`src/rtl/polar_enc_seq.sv`:
```
// Sequential polar encoder: x = u * F^(kron LOG_N), one butterfly stage per clock.
// Define POLAR_ENC_BIT_REVERSE_EN to emit the codeword in bit-reversed index order.
//
// state | meaning
// IDLE  | ready for a frame; in_ready high
// ENC   | applying butterfly stage cnt_q to the working register
// OUT   | codeword valid, held until out_ready
module polar_enc_seq #(
    parameter int N = 16,
    parameter int LOG_N = 4,
    parameter int K = 8,
    parameter logic [N-1:0] INFO_MASK = 16'hFE80
) (
    input  logic         clk,
    input  logic         rst_n,
    input  logic         in_valid,
    output logic         in_ready,
    input  logic [K-1:0] info_bits,
    output logic         out_valid,
    input  logic         out_ready,
    output logic [N-1:0] code_bits,
    output logic         busy
);

    localparam int CW = $clog2(LOG_N) + 1;

    typedef enum logic [1:0] {
        IDLE,
        ENC,
        OUT
    } state_t;

    state_t          state_q, state_d;
    logic [CW-1:0]   cnt_q, cnt_d;
    logic [N-1:0]    x_q, x_d;
    logic [N-1:0]    u_load;
    logic [N-1:0]    x_enc;

    logic [LOG_N-1:0][N-1:0] stage_x;
    logic [LOG_N:0][N-1:0]   stage_sel;

    // Number of info positions below pos: which info_bits entry lands at u_pos.
    function automatic int info_rank(input int pos);
        int r;
        r = 0;
        for (int b = 0; b < pos; b++) begin
            if (INFO_MASK[b]) r++;
        end
        return r;
    endfunction

`ifdef POLAR_ENC_BIT_REVERSE_EN
    function automatic int bitrev(input int v);
        int r;
        r = 0;
        for (int b = 0; b < LOG_N; b++) begin
            if (((v >> b) & 1) == 1) r = r | (1 << (LOG_N - 1 - b));
        end
        return r;
    endfunction
`endif

    for (genvar i = 0; i < N; i++) begin : g_load
        if (INFO_MASK[i] && (info_rank(i) < K)) begin : g_info
            assign u_load[i] = info_bits[info_rank(i)];
        end else begin : g_frozen
            assign u_load[i] = 1'b0;
        end
    end

    // Every stage is built in parallel; cnt_q selects the one applied this cycle.
    for (genvar s = 0; s < LOG_N; s++) begin : g_stage
        for (genvar i = 0; i < N; i++) begin : g_bit
            if (((i >> s) & 1) == 0) begin : g_xor
                assign stage_x[s][i] = x_q[i] ^ x_q[i + (1 << s)];
            end else begin : g_pass
                assign stage_x[s][i] = x_q[i];
            end
        end
        assign stage_sel[s+1] = (cnt_q == CW'(s)) ? stage_x[s] : stage_sel[s];
    end

    assign stage_sel[0] = x_q;
    assign x_enc        = stage_sel[LOG_N];

    for (genvar i = 0; i < N; i++) begin : g_out
`ifdef POLAR_ENC_BIT_REVERSE_EN
        assign code_bits[N-1-i] = x_q[bitrev(i)];
`else
        assign code_bits[N-1-i] = x_q[i];
`endif
    end

    always_comb begin
        state_d = state_q;
        cnt_d   = cnt_q;
        x_d     = x_q;
        case (state_q)
            IDLE: begin
                if (in_valid) begin
                    x_d     = u_load;
                    cnt_d   = '0;
                    state_d = ENC;
                end
            end
            ENC: begin
                x_d = x_enc;
                if (cnt_q == CW'(LOG_N - 1)) begin
                    cnt_d   = '0;
                    state_d = OUT;
                end else begin
                    cnt_d = cnt_q + CW'(1);
                end
            end
            OUT: begin
                if (out_ready) state_d = IDLE;
            end
            default: state_d = IDLE;
        endcase
    end

    always_ff @(posedge clk) begin
        if (!rst_n) begin
            state_q <= IDLE;
            cnt_q   <= '0;
            x_q     <= '0;
        end else begin
            state_q <= state_d;
            cnt_q   <= cnt_d;
            x_q     <= x_d;
        end
    end

    assign in_ready  = (state_q == IDLE);
    assign out_valid = (state_q == OUT);
    assign busy      = (state_q != IDLE);

endmodule

```
`config.mk`:
```
export PLATFORM = sky130hd
export DESIGN_NAME = polar_enc_seq
export DESIGN_NICKNAME = d
export VERILOG_FILES = /design/src/rtl/polar_enc_seq.sv
export SDC_FILE = /design/constraint.sdc
export NUM_CORES = 1
export LEC_CHECK = 0
export BUFFER_PORTS_ARGS = -buffer_cell sky130_fd_sc_hd__buf_2
export CORE_MARGIN = 5
export CORE_UTILIZATION = 28
export CTS_CLUSTER_DIAMETER = 60
export DETAILED_ROUTE_END_ITERATION = 6
export GPL_TIMING_DRIVEN = 1
export PLACE_DENSITY = 0.44
export SLEW_MARGIN = 15
export SYNTH_ARGS = -nofsm -noshare
export SYNTH_HDL_FRONTEND = slang
export SYNTH_SLANG_ARGS = --single-unit
```
`constraint.sdc`:
```
create_clock -name clk -period 2.3 [get_ports clk]
set_input_delay 0.345 -clock clk [delete_from_list [all_inputs] [get_ports clk]]
set_output_delay 0.345 -clock clk [all_outputs]
set_load 0.005 [all_outputs]
```
After elaboration in Yosys (flattened, before gate mapping). Cells that the tools add are included.

Register bits: 21. Input port bits: 12. Output and inout bits: 19. Logic and storage cells: 116.

Add/sub/neg operators: 1. Equality and inequality tests: 29. Mux-type cells: 13. Bitwise operators: 33. Reductions and logical operators: 22.

Operators by type and width (count): $mux 15 (4); $pmux 16 s2 (1); $xor 1x1->1 (32); $ne 3x3->1 const B (9); $reduce_and 4->1 (6); $ne 4x4->1 const B (5); $reduce_and 5->1 (4); $reduce_and 3->1 (6); $mux 16 (1); $ne 2x2->1 const B (8); $eq 3x2->1 const B (2); $mux 2 (3); $mux 3 (2); $pmux 2 s3 (1); $pmux 3 s2 (1); $reduce_and 6->1 (1); $ne 5x5->1 const B (1); $reduce_bool 2->1 (2); $add 3x1->3 const B (1); $eq 3x1->1 const B (1); $logic_not 3->1 (1); $eq 2x1->1 const B (1); $eq 2x2->1 const B (1); $logic_not 2->1 (1); other kinds (3) (3).

Logic depth before layout (Yosys ltp). Gate-level depths: netlist of the first run.

Depth in word-level cells: 6. Gate-level depth with buffers: 8. Mapped depth without buffers: 7.

Worst setup path before layout of the first run. Ideal clock, no wire load.

Path kind: register to register. From: register cnt_q[0]. To: register x_q[0]. Setup time: 0.115 ns. Arrival time: 1.666 ns. Data required time: 2.185 ns. Slack: 0.520 ns. Stages on the path, launching flop included: 9. Clock period less this slack: 1.780 ns. Cells stage by stage: dfxtp_1 -> inv_1 -> ha_1 -> buf_6 -> nand3b_1 -> a221o_1 -> a221oi_2 -> xnor2_1 -> nor2_1.

Longest elaborated chain between the ends: 5. Elaborated cells between the ends (all ways): 10. Classes of those cells: eq/ne (4); mux (4); reduce/logical (2).

Ends and longest elaborated chain: start, declared (RTL line 34) `logic [CW-1:0] cnt_q, cnt_d;`; start signal, assigned (RTL line 129) `cnt_q <= cnt_d;`; $eq 3x1->1 (RTL line 80) `assign stage_sel[s+1] = (cnt_q == CW'(s)) ? stage_x[s] : stage_sel[s];`; $mux 15 (3 in a row) (RTL line 80); $pmux 16 s2 (RTL line 98) `case (state_q)`; end signal, assigned (RTL line 126) `x_q <= '0;`; end signal, assigned (RTL line 130) `x_q <= x_d;`; end, declared (RTL line 35) `logic [N-1:0] x_q, x_d;`.

Parallel ways exist; a longest one is shown, timed or not. The select of a mux whose other input is x is not followed. A chain may end at the register's enable or synchronous reset.

Worst setup path in the final report of the first run.
From: register cnt_q[1]. To: register x_q[2].

Longest elaborated chain between the ends: 4. Elaborated cells between the ends (all ways): 10. Classes of those cells: eq/ne (5); mux (3); reduce/logical (2).

Ends and longest elaborated chain (RTL line): $eq 3x2->1 (80); $mux 15 (2 in a row) (80); $pmux 16 s2 (98).

Parallel ways exist; a longest one is shown, timed or not. The select of a mux whose other input is x is not followed.

==> summary.md, run 1 <==
| Metric | Value |
|---|---|
| Via-to-Cell Ratio | `5.43` |
| Initial Utilization | `28.4%` |
| Top FF cell, synth | `dfxtp_1` |
| Total gr overflow | `0` |
| Routed WL | `5.69 mm` |
| Post-synth top cells | `a21oi_1 (24), dfxtp_1 (21), nand2_1 (21)` |
| Max-Cap Viols | `0` |
| CTS tree | `yes` |
| Syn Area/Cell | `7.48 sq um` |
| Crit path DAT | `2.28 ns` |
| Least-Margin Pin Slew | `0.539 ns` |
| Crit Path Max Fanout | `10` |
| Clk root buf | `clkbuf_8` |
| Static Leakage | `0.854 nW` |
| I/O Buffers | `30` |
| Hold WC Path Type | `input pin to register` |
| Power, Total | `0.900 mW` |
| Drt pass-1 iters | `4` |
| #FFs+latches synth | `21` |
| Row count | `28` |
| Worst skew pair latency | `0.26 ns` |
| Worst Path Required | `2.49 ns` |
| Mapped Cells | `222` |
| Post-Syn Area | `1660 sq um` |
| Fillers | `637` |
| DPL Wire Length | `4.29 mm` |
| Diodes inserted | `0` |
| Die area | `7570 sq um` |
| Mapped Nets | `238` |
| Sequential element share of the synthesized area | `25.3%` |
| Critical path, cell by cell | `inv_1 > ha_1 > buf_4 > o21bai_2 > a21oi_1 > or4_1 > o211ai_1` |
| Largest net degree at the start of global routing | `21` |
| Number of synthesized flops with an enable pin | `0` |
| RSZ-0062 raised after global routing | `false` |
| Post-synth top area cell | `dfxtp_1` |
| Initial antenna violation count | `0` |
| Relative slew slack | `64.1%` |
| Detailed-route DRC error count | `0` |
| Status | `complete, no violations` |
| Setup-failing EPs final | `0` |
| Peak VDD IR | `270 uV` |
| Clk sinks | `21` |
| Boundary Pins | `31` |
| CTS buffer count | `3` |
| Cts hold-fix bufs | `0` |
| Worst path slowest cell | `or4_1` |
| Critical path endpoint category | `register` |
| RePlAce Congestion | `0.855` |
| YS warnings | `0` |
| Max-slew violation count | `0` |
| Final period utilization | `90.6%` |
| Clock transition at path regs | `0.08 ns` |
| CTS H-tree depth | `1` |
| All-layer global routing usage | `15.4%` |
| Fin crit period | `2.08 ns` |
| CORE AREA | `5850 sq um` |
| Final nets | `276` |
| Top post-synthesis cells by area | `dfxtp_1 (25%), a21oi_1 (7.2%), o21ai_0 (4.8%)` |
| Top-count cell post-synth | `a21oi_1` |
| Type of origin of the critical path | `register` |
| Skew final | `0.00114 ns` |
| WS Path Type | `register to register` |
| Routed len/inst | `17.0 microns` |
| Chip height | `87.0 microns` |
| Antenna viol nets, final | `0` |
| First-pass GRT wire length | `9.19 mm` |
| Power per cell area | `449 nW/um^2` |
| Die width | `87.0 microns` |
| Setup TNS | `0 ns` |
| Hold Vio Cnt, Final | `0` |
| Longest Clk Path Bufs | `2` |
| Top cell type's share of synthesized area | `25.3%` |
| Number of global-route vias before repair | `1,791` |
| Via count | `1,815` |
| Post-synth ARST share | `0%` |
| Drt first-iter violations | `220` |
| Slowest cell delay on critical path | `0.47 ns` |
| F_max | `480 MHz` |
| Count of cell types in the netlist | `57` |
| Layout cells sized above 1 | `22.8%` |
| Synthesis-to-layout area growth | `20.6%` |
final timing paths:
path,startpoint,endpoint,slack [ns],depth (start not counted)
setup reg to reg,cnt_q[1],x_q[2],0.22,7
hold / removal,info_bits[7],x_q[15],0.36,3
setup / recovery,cnt_q[1],x_q[2],0.22,7
hold reg to reg,x_q[0],x_q[0],0.52,2
repair_timing:
item | 4_1_cts | 5_1_grt
gates resized for setup | 0 | 2
hold endpoints to repair | 0 | 0
endpoints found under the setup margin | 0 | 3
buffers inserted | 0 | 0
critical path: cells and delay by family, from the launching register on:
kind	cells	cell delay, ns
AOI/OAI and AO/OA	3	0.54
buffers and inverters	2	0.29
and+or+nand+nor	1	0.47
adders and majority gates	1	0.31
DFF	1	0.40
metal layers:
layer	global-route usage (%)	wire length [microns]	up-vias
met5	0	0	-
met3	2.55	386	6
met1	20.9	2560	854
met2	25.5	2680	69
li1	-	-	886
met4	3.68	61	0
kinds of logic (layout without fill, tap and decap cells):
family                   Yosys count  after routing  share of synthesized area, %
flip-flops                        21             21                          25.3
adder cells (fa/ha/maj)            4              4                          3.01
XOR/XNOR                           7              7                          3.69
AND/OR/NAND/NOR                   76             76                          24.6
AO/OA/AOI/OAI                     85             85                          34.7
buffers and inverters             28             65                          8.14
multiplexers                       1              1                         0.603
flip-flops by register name, indices dropped and copies added (netlist names):
name,flops
state_q,2
x_q,16
cnt_q,3
through the flow:
step / util, % / instance area, sq um / instances / hold slack, ns / setup slack [ns]
2_1_floorplan: - / 1660 / 222 / 0.489 / 0.520
3_3_place_gp: 33.4 / 1950 / 330 / 0.499 / 0.213
3_5_place_dp: 33.4 / 1950 / 330 / 0.508 / 0.179
4_1_cts: 34.2 / 2000 / 334 / 0.356 / 0.157
5_1_grt: 34.2 / 2000 / 334 / 0.364 / 0.0748
6_report: 34.2 / 2000 / 334 / 0.356 / 0.216
placed cells by master (no fill, tap or decap), types with 2 or more instances in the layout:
cell,n
nor3_1,3
xor2_1,4
buf_2,30
dfxtp_1,21
a32oi_1,3
o2bb2ai_1,2
o22ai_1,3
o31ai_1,3
o211ai_1,3
a31oi_1,2
and3b_1,2
a21oi_1,24
or4_1,2
nor2b_1,10
or3_1,2
and2_1,2
nand2_1,21
ha_1,3
o21bai_2,2
clkbuf_8,3
a2111oi_0,2
nand3_1,8
a221o_1,2
nor2_1,13
xnor2_1,3
buf_4,18
nand2b_1,4
o21a_1,5
a211oi_1,3
o21ai_0,16
inv_1,13
area by class of cell:
cell class	instances	area, sq um	area share (%)
sequential	21	420	21.0
clock buffer	4	45.0	2.25
tap	75	93.8	4.68
inverter	13	48.8	2.44
timing repair buffer	48	285	14.2
multi-input combinational	173	1110	55.4
where the power goes:
| group | switching, mW | total, mW | internal, mW |
|---|---|---|---|
| clock network | 0.131 | 0.255 | 0.124 |
| logic | 0.131 | 0.233 | 0.102 |
| registers | 0.0315 | 0.413 | 0.381 |
| total | 0.294 | 0.900 | 0.607 |
Note: power is estimated with default switching activity, not from simulation.
==> inputs of run 2 (changes only) <==
==> constraint.sdc (replaced) <==
create_clock -name clk -period 2.2 [get_ports clk]
set_input_delay 0.33 -clock clk [delete_from_list [all_inputs] [get_ports clk]]
set_output_delay 0.33 -clock clk [all_outputs]
set_load 0.005 [all_outputs]
==> run 2 against run 1 <==
Sequential share of layout area decreased by 0.078 points. First-iteration DRC count shrank 5.0%. Global-route usage decreased by 0.43 points. Via count shrank 3.1%. Combinational power is 3% higher. Wire length is 2.4% lower. Largest cell class unchanged. Highest routed layer unchanged.
==> summary.md, run 2 (synthesis results as in run 1) <==
| Metric | Value |
|---|---|
| Status | `complete, no violations` |
| CTS H-tree depth | `1` |
| Drt first-iter violations | `209` |
| Hold Vio Cnt, Final | `0` |
| Worst hold margin | `0.332 ns` |
| Placed Instance Area | `1950 sq um` |
| Largest net degree at the start of global routing | `21` |
| Number of global-route vias before repair | `1,752` |
| Routed len/inst | `16.6 microns` |
| Die width | `87.0 microns` |
| Hold endpoint | `x_q[10]` |
| Cts hold-fix bufs | `0` |
| Relative slew slack | `61.3%` |
| Initial antenna violation count | `0` |
| Setup-failing EPs final | `0` |
| Power, Total | `0.950 mW` |
| Max-slew violation count | `0` |
| Via-to-Cell Ratio | `5.26` |
| Row count | `28` |
| F_max | `489 MHz` |
| DPL Wire Length | `4.16 mm` |
| Worst R2R Start | `cnt_q[0]` |
| Initial Utilization | `28.4%` |
| Crit path DAT | `2.22 ns` |
| Clock transition at path regs | `0.10 ns` |
| Cells on worst reg2reg path | `8` |
| Hold depth | `3` |
| Static Leakage | `0.869 nW` |
| Skew final | `0.0117 ns` |
| Worst Path Required | `2.38 ns` |
| RSZ-0062 raised after global routing | `false` |
| Total gr overflow | `0` |
| Commonest non-fill, non-tap cell in the layout | `buf_2` |
| WS Path Type | `register to register` |
| CORE AREA | `5850 sq um` |
| Largest register by flop count | `x_q` |
| Final period utilization | `93.0%` |
| Detailed-route DRC error count | `0` |
| Regs by FF count | `x_q x16, cnt_q x3, state_q x2` |
| Setup TNS | `0 ns` |
| Critical path endpoint category | `register` |
| Post-CTS Setup Inserts | `0` |
| R2R Path End | `x_q[0]` |
| Layout cells sized above 1 | `22.8%` |
| Peak VDD IR | `287 uV` |
| Fin area | `2010 sq um` |
| Die area | `7570 sq um` |
| Type of origin of the critical path | `register` |
| Fin crit period | `2.05 ns` |
| Via count | `1,758` |
| Crit Path Max Fanout | `11` |
| CTS buffer count | `3` |
| Worst skew pair latency | `0.28 ns` |
| Fillers | `648` |
| Cts repair resizes | `0` |
| Chip height | `87.0 microns` |
| RePlAce Congestion | `0.880` |
| Boundary Pins | `31` |
| Least-Margin Pin Slew | `0.581 ns` |
| Routed WL | `5.55 mm` |
| Drt pass-1 iters | `4` |
| Clk sinks | `21` |
| I/O Buffers | `30` |
| Power per cell area | `473 nW/um^2` |
| Commonest cells after routing, fill and taps aside | `buf_2 (30), a21oi_1 (24), nand2_1 (21), dfxtp_1 (21), buf_4 (18)` |
| Max reg flops | `16` |
| Synthesis-to-layout area growth | `21.1%` |
| Hold WC Path Type | `input pin to register` |
| Antenna viol nets, final | `0` |
| Clk root buf | `clkbuf_8` |
| First-pass GRT wire length | `8.98 mm` |
| Max-Cap Viols | `0` |
| All-layer global routing usage | `15.0%` |
| Final nets | `276` |
| Diodes inserted | `0` |
| CTS tree | `yes` |
| Hold_sp | `info_bits[2]` |
| R2R Setup Slk | `0.15 ns` |
| Longest Clk Path Bufs | `2` |
[run 2: where the power goes]
| part | switching, mW | total, mW | internal, mW |
|---|---|---|---|
| Combinational | 0.134 | 0.240 | 0.106 |
| Sequential | 0.0321 | 0.430 | 0.398 |
| Clock | 0.152 | 0.280 | 0.127 |
| Total | 0.319 | 0.950 | 0.631 |
[run 2: per-layer routing]
metal  wire (microns)  GRT usage, %  up-vias
met4               70          3.40        0
met5                0             0        -
met2             2630          25.5       50
met1             2540          19.5      820
li1                 -             -      882
met3              315          2.93        6
[run 2: final cells by class]
class	count	area (sq um)	share of cell area (%)
Multi-Input combinational cell	173	1120	55.5
Sequential cell	21	420	20.9
Timing Repair Buffer	48	285	14.2
Tap cell	75	93.8	4.67
Inverter	13	48.8	2.43
Clock buffer	3	41.3	2.05
Clock inverter	1	5.00	0.249
[run 2: worst max-delay path by stage]
stage / startpoint / endpoint / cells after the start
floorplan: cnt_q[0] / x_q[0] / 8
global placement: cnt_q[1] / x_q[10] / 6
detailed placement: cnt_q[0] / x_q[10] / 6
CTS: cnt_q[0] / x_q[10] / 6
global route: cnt_q[0] / x_q[2] / 7
finish: cnt_q[0] / x_q[0] / 8
[run 2: per-stage QoR]
| stage | worst slack, ns | instances | utilization, % |
|---|---|---|---|
| global placement | 0.134 | 330 | 33.4 |
| detailed placement | 0.157 | 330 | 33.4 |
| CTS | 0.134 | 334 | 34.2 |
| floorplan | 0.420 | 222 | - |
| global route | 0.00608 | 334 | 34.4 |
| finish | 0.153 | 334 | 34.4 |
[run 2: critical path, cell delays in order (launching register included)]
cell	delay, ns
dfxtp_1	0.40
inv_1	0.08
ha_1	0.29
buf_4	0.22
nand3b_1	0.16
a221o_1	0.31
a221oi_2	0.27
xnor2_1	0.15
nor2_1	0.05
==> inputs of run 3 (changes only) <==
==> constraint.sdc (replaced) <==
create_clock -name clk -period 2 [get_ports clk]
set_input_delay 0.3 -clock clk [delete_from_list [all_inputs] [get_ports clk]]
set_output_delay 0.3 -clock clk [all_outputs]
set_load 0.005 [all_outputs]
==> run 3 against run 2 <==
Register-to-register slack about the same. Fmax increased by 10%. Sequential power increased by 11%. Core utilization increased by 2.5 points. Final area increased by 7.2%. Clock-buffer cell count unchanged. Hold slack got worse by 0.030 ns. Non-clock buffer count increased by 15. Sequential share of layout area decreased by 1.3 points. Cell count increased by 4.5%. Setup slack got worse by 0.013 ns.
==> summary.md, run 3 (synthesis results as in run 1) <==
| Metric | Value |
|---|---|
| Diodes inserted | `0` |
| Total gr overflow | `0` |
| Fin crit period | `1.86 ns` |
| Max-Cap Viols | `0` |
| Crit Path Max Fanout | `9` |
| Gate power share | `27.9%` |
| CORE AREA | `5850 sq um` |
| Longest Clk Path Bufs | `2` |
| Critical path endpoint category | `register` |
| RSZ-0062 raised after global routing | `false` |
| Antenna viol nets, final | `0` |
| CTS H-tree depth | `1` |
| Hold WC Path Type | `input pin to register` |
| Largest register by flop count | `x_q` |
| DPL Wire Length | `4.41 mm` |
| Drt pass-1 iters | `4` |
| Worst Path Required | `2.17 ns` |
| R2R Path End | `x_q[11]` |
| Initial antenna violation count | `0` |
| Internal Power | `0.718 mW` |
| Buf/Inv on CP | `3` |
| Via count | `1,804` |
| Max reg flops | `16` |
| Clock transition at path regs | `0.09 ns` |
| Clk root buf | `clkbuf_8` |
| Worst R2R Start | `cnt_q[0]` |
| Fin area | `2150 sq um` |
| Power per cell area | `496 nW/um^2` |
| Max-slew violation count | `0` |
| Largest net degree at the start of global routing | `21` |
| Commonest non-fill, non-tap cell in the layout | `buf_4` |
| Cts hold-fix bufs | `0` |
| Cells on worst reg2reg path | `8` |
| CTS tree | `yes` |
| Peak VDD IR | `285 uV` |
| Row count | `28` |
| Final nets | `291` |
| Seq pwr share | `44.5%` |
| Setup-failing EPs final | `0` |
| Most common cell on crit path | `buf_4` |
| Status | `complete, no violations` |
| CP Capture Point | `x_q[11]` |
| Switch share | `32.8%` |
| Worst path slowest cell | `dfxtp_1` |
| Synthesis-to-layout area growth | `29.8%` |
| Crit path DAT | `2.03 ns` |
| Commonest cells after routing, fill and taps aside | `buf_4 (33), buf_2 (30), a21oi_1 (24)` |
| Detailed-route DRC error count | `0` |
| Type of origin of the critical path | `register` |
| Via-to-Cell Ratio | `5.17` |
| Regs by FF count | `x_q x16, cnt_q x3, state_q x2` |
| Relative slew slack | `71.1%` |
| F_max | `538 MHz` |
| Routed len/inst | `16.6 microns` |
| Post-CTS Setup Inserts | `0` |
| Die width | `87.0 microns` |
| Least-Margin Pin Slew | `0.433 ns` |
| Number of global-route vias before repair | `1,812` |
| Worst skew pair latency | `0.27 ns` |
| Crit path depth | `8` |
| Final Util | `36.8%` |
| Layout cells sized above 1 | `29.2%` |
| Die area | `7570 sq um` |
| Final period utilization | `93.0%` |
| Slowest cell delay on critical path | `0.33 ns` |
| Hold Vio Cnt, Final | `0` |
| Boundary Pins | `31` |
| Drt first-iter violations | `120` |
| Critical path, cell by cell | `buf_4 > ha_4 > buf_4 > nor2_1 > buf_4 > a31oi_1 > o31a_1 > o21a_1` |
| Initial Utilization | `28.4%` |
| CP top delay family | `compound AO/OA/AOI/OAI gates` |
| Chip height | `87.0 microns` |
| Static Leakage | `0.938 nW` |
| Skew final | `0.00302 ns` |
| Worst Setup SP | `cnt_q[0]` |
| CTS buffer count | `3` |
| WS Path Type | `register to register` |
| Placed Instance Area | `2070 sq um` |
| All-layer global routing usage | `16.0%` |
| First-pass GRT wire length | `9.48 mm` |
| I/O Buffers | `30` |
| Routed WL | `5.81 mm` |
| R2R Setup Slk | `0.14 ns` |
| Clock network power share | `27.5%` |
| Reported net switching power | `0.351 mW` |
| RePlAce Congestion | `0.893` |
| Clk sinks | `21` |
-- run 3: final cells by class --
cell class	count	area (sq um)
clock buffer	3	41.3
clock inverter	1	5.00
fill	618	3700
inverter	13	48.8
multi-input combinational	173	1150
sequential	21	422
tap	75	93.8
timing repair buffer	63	398
-- run 3: through the flow --
step	total power, mW	hold slack, ns	cells	setup TNS [ns]	worst slack (ns)
global route	1.14	0.327	349	0	0.00554
detailed placement	0.774	0.515	345	0	0.00901
global placement	0.777	0.498	345	-0.0299	-0.0299
finish	1.07	0.302	349	0	0.140
floorplan	0.642	0.456	222	0	0.220
CTS	1.08	0.299	349	0	0.0163
-- run 3: per-layer routing --
metal	part of all wire [%]	global-route usage (%)	routed length, microns
met1	47	21.6	2710
met2	46	26.1	2690
met3	5.8	3.22	336
met4	1.3	3.82	76
met5	0	0	0
-- run 3: power by group through the flow --
stage	registers [mW]	clock network (mW)	logic (mW)
after floorplan	0.472	0	0.170
after global placement	0.485	0	0.292
after detailed placement	0.486	0	0.289
after CTS	0.475	0.312	0.290
after global routing	0.480	0.328	0.331
final	0.476	0.294	0.298
-- run 3: worst min-delay path by stage --
stage,slack [ns],to,depth (start not counted),startpoint
global route,0.33,x_q[15],3,info_bits[7]
CTS,0.30,x_q[15],3,info_bits[7]
global placement,0.50,x_q[0],2,x_q[0]
floorplan,0.46,x_q[15],2,in_valid
finish,0.30,x_q[15],3,info_bits[7]
detailed placement,0.51,x_q[0],2,x_q[0]
-- run 3: timing repair --
item | in CTS | in global routing
gates resized for setup | 1 | 10
pin swaps | 0 | 2
setup endpoints to repair | 1 | 9
-- run 3: worst reg2reg max path, stage by stage (launching register included) --
cell	delay, ns
dfxtp_1	0.33
buf_4	0.15
ha_4	0.19
buf_4	0.17
nor2_1	0.20
buf_4	0.17
a31oi_1	0.10
o31a_1	0.29
o21a_1	0.16
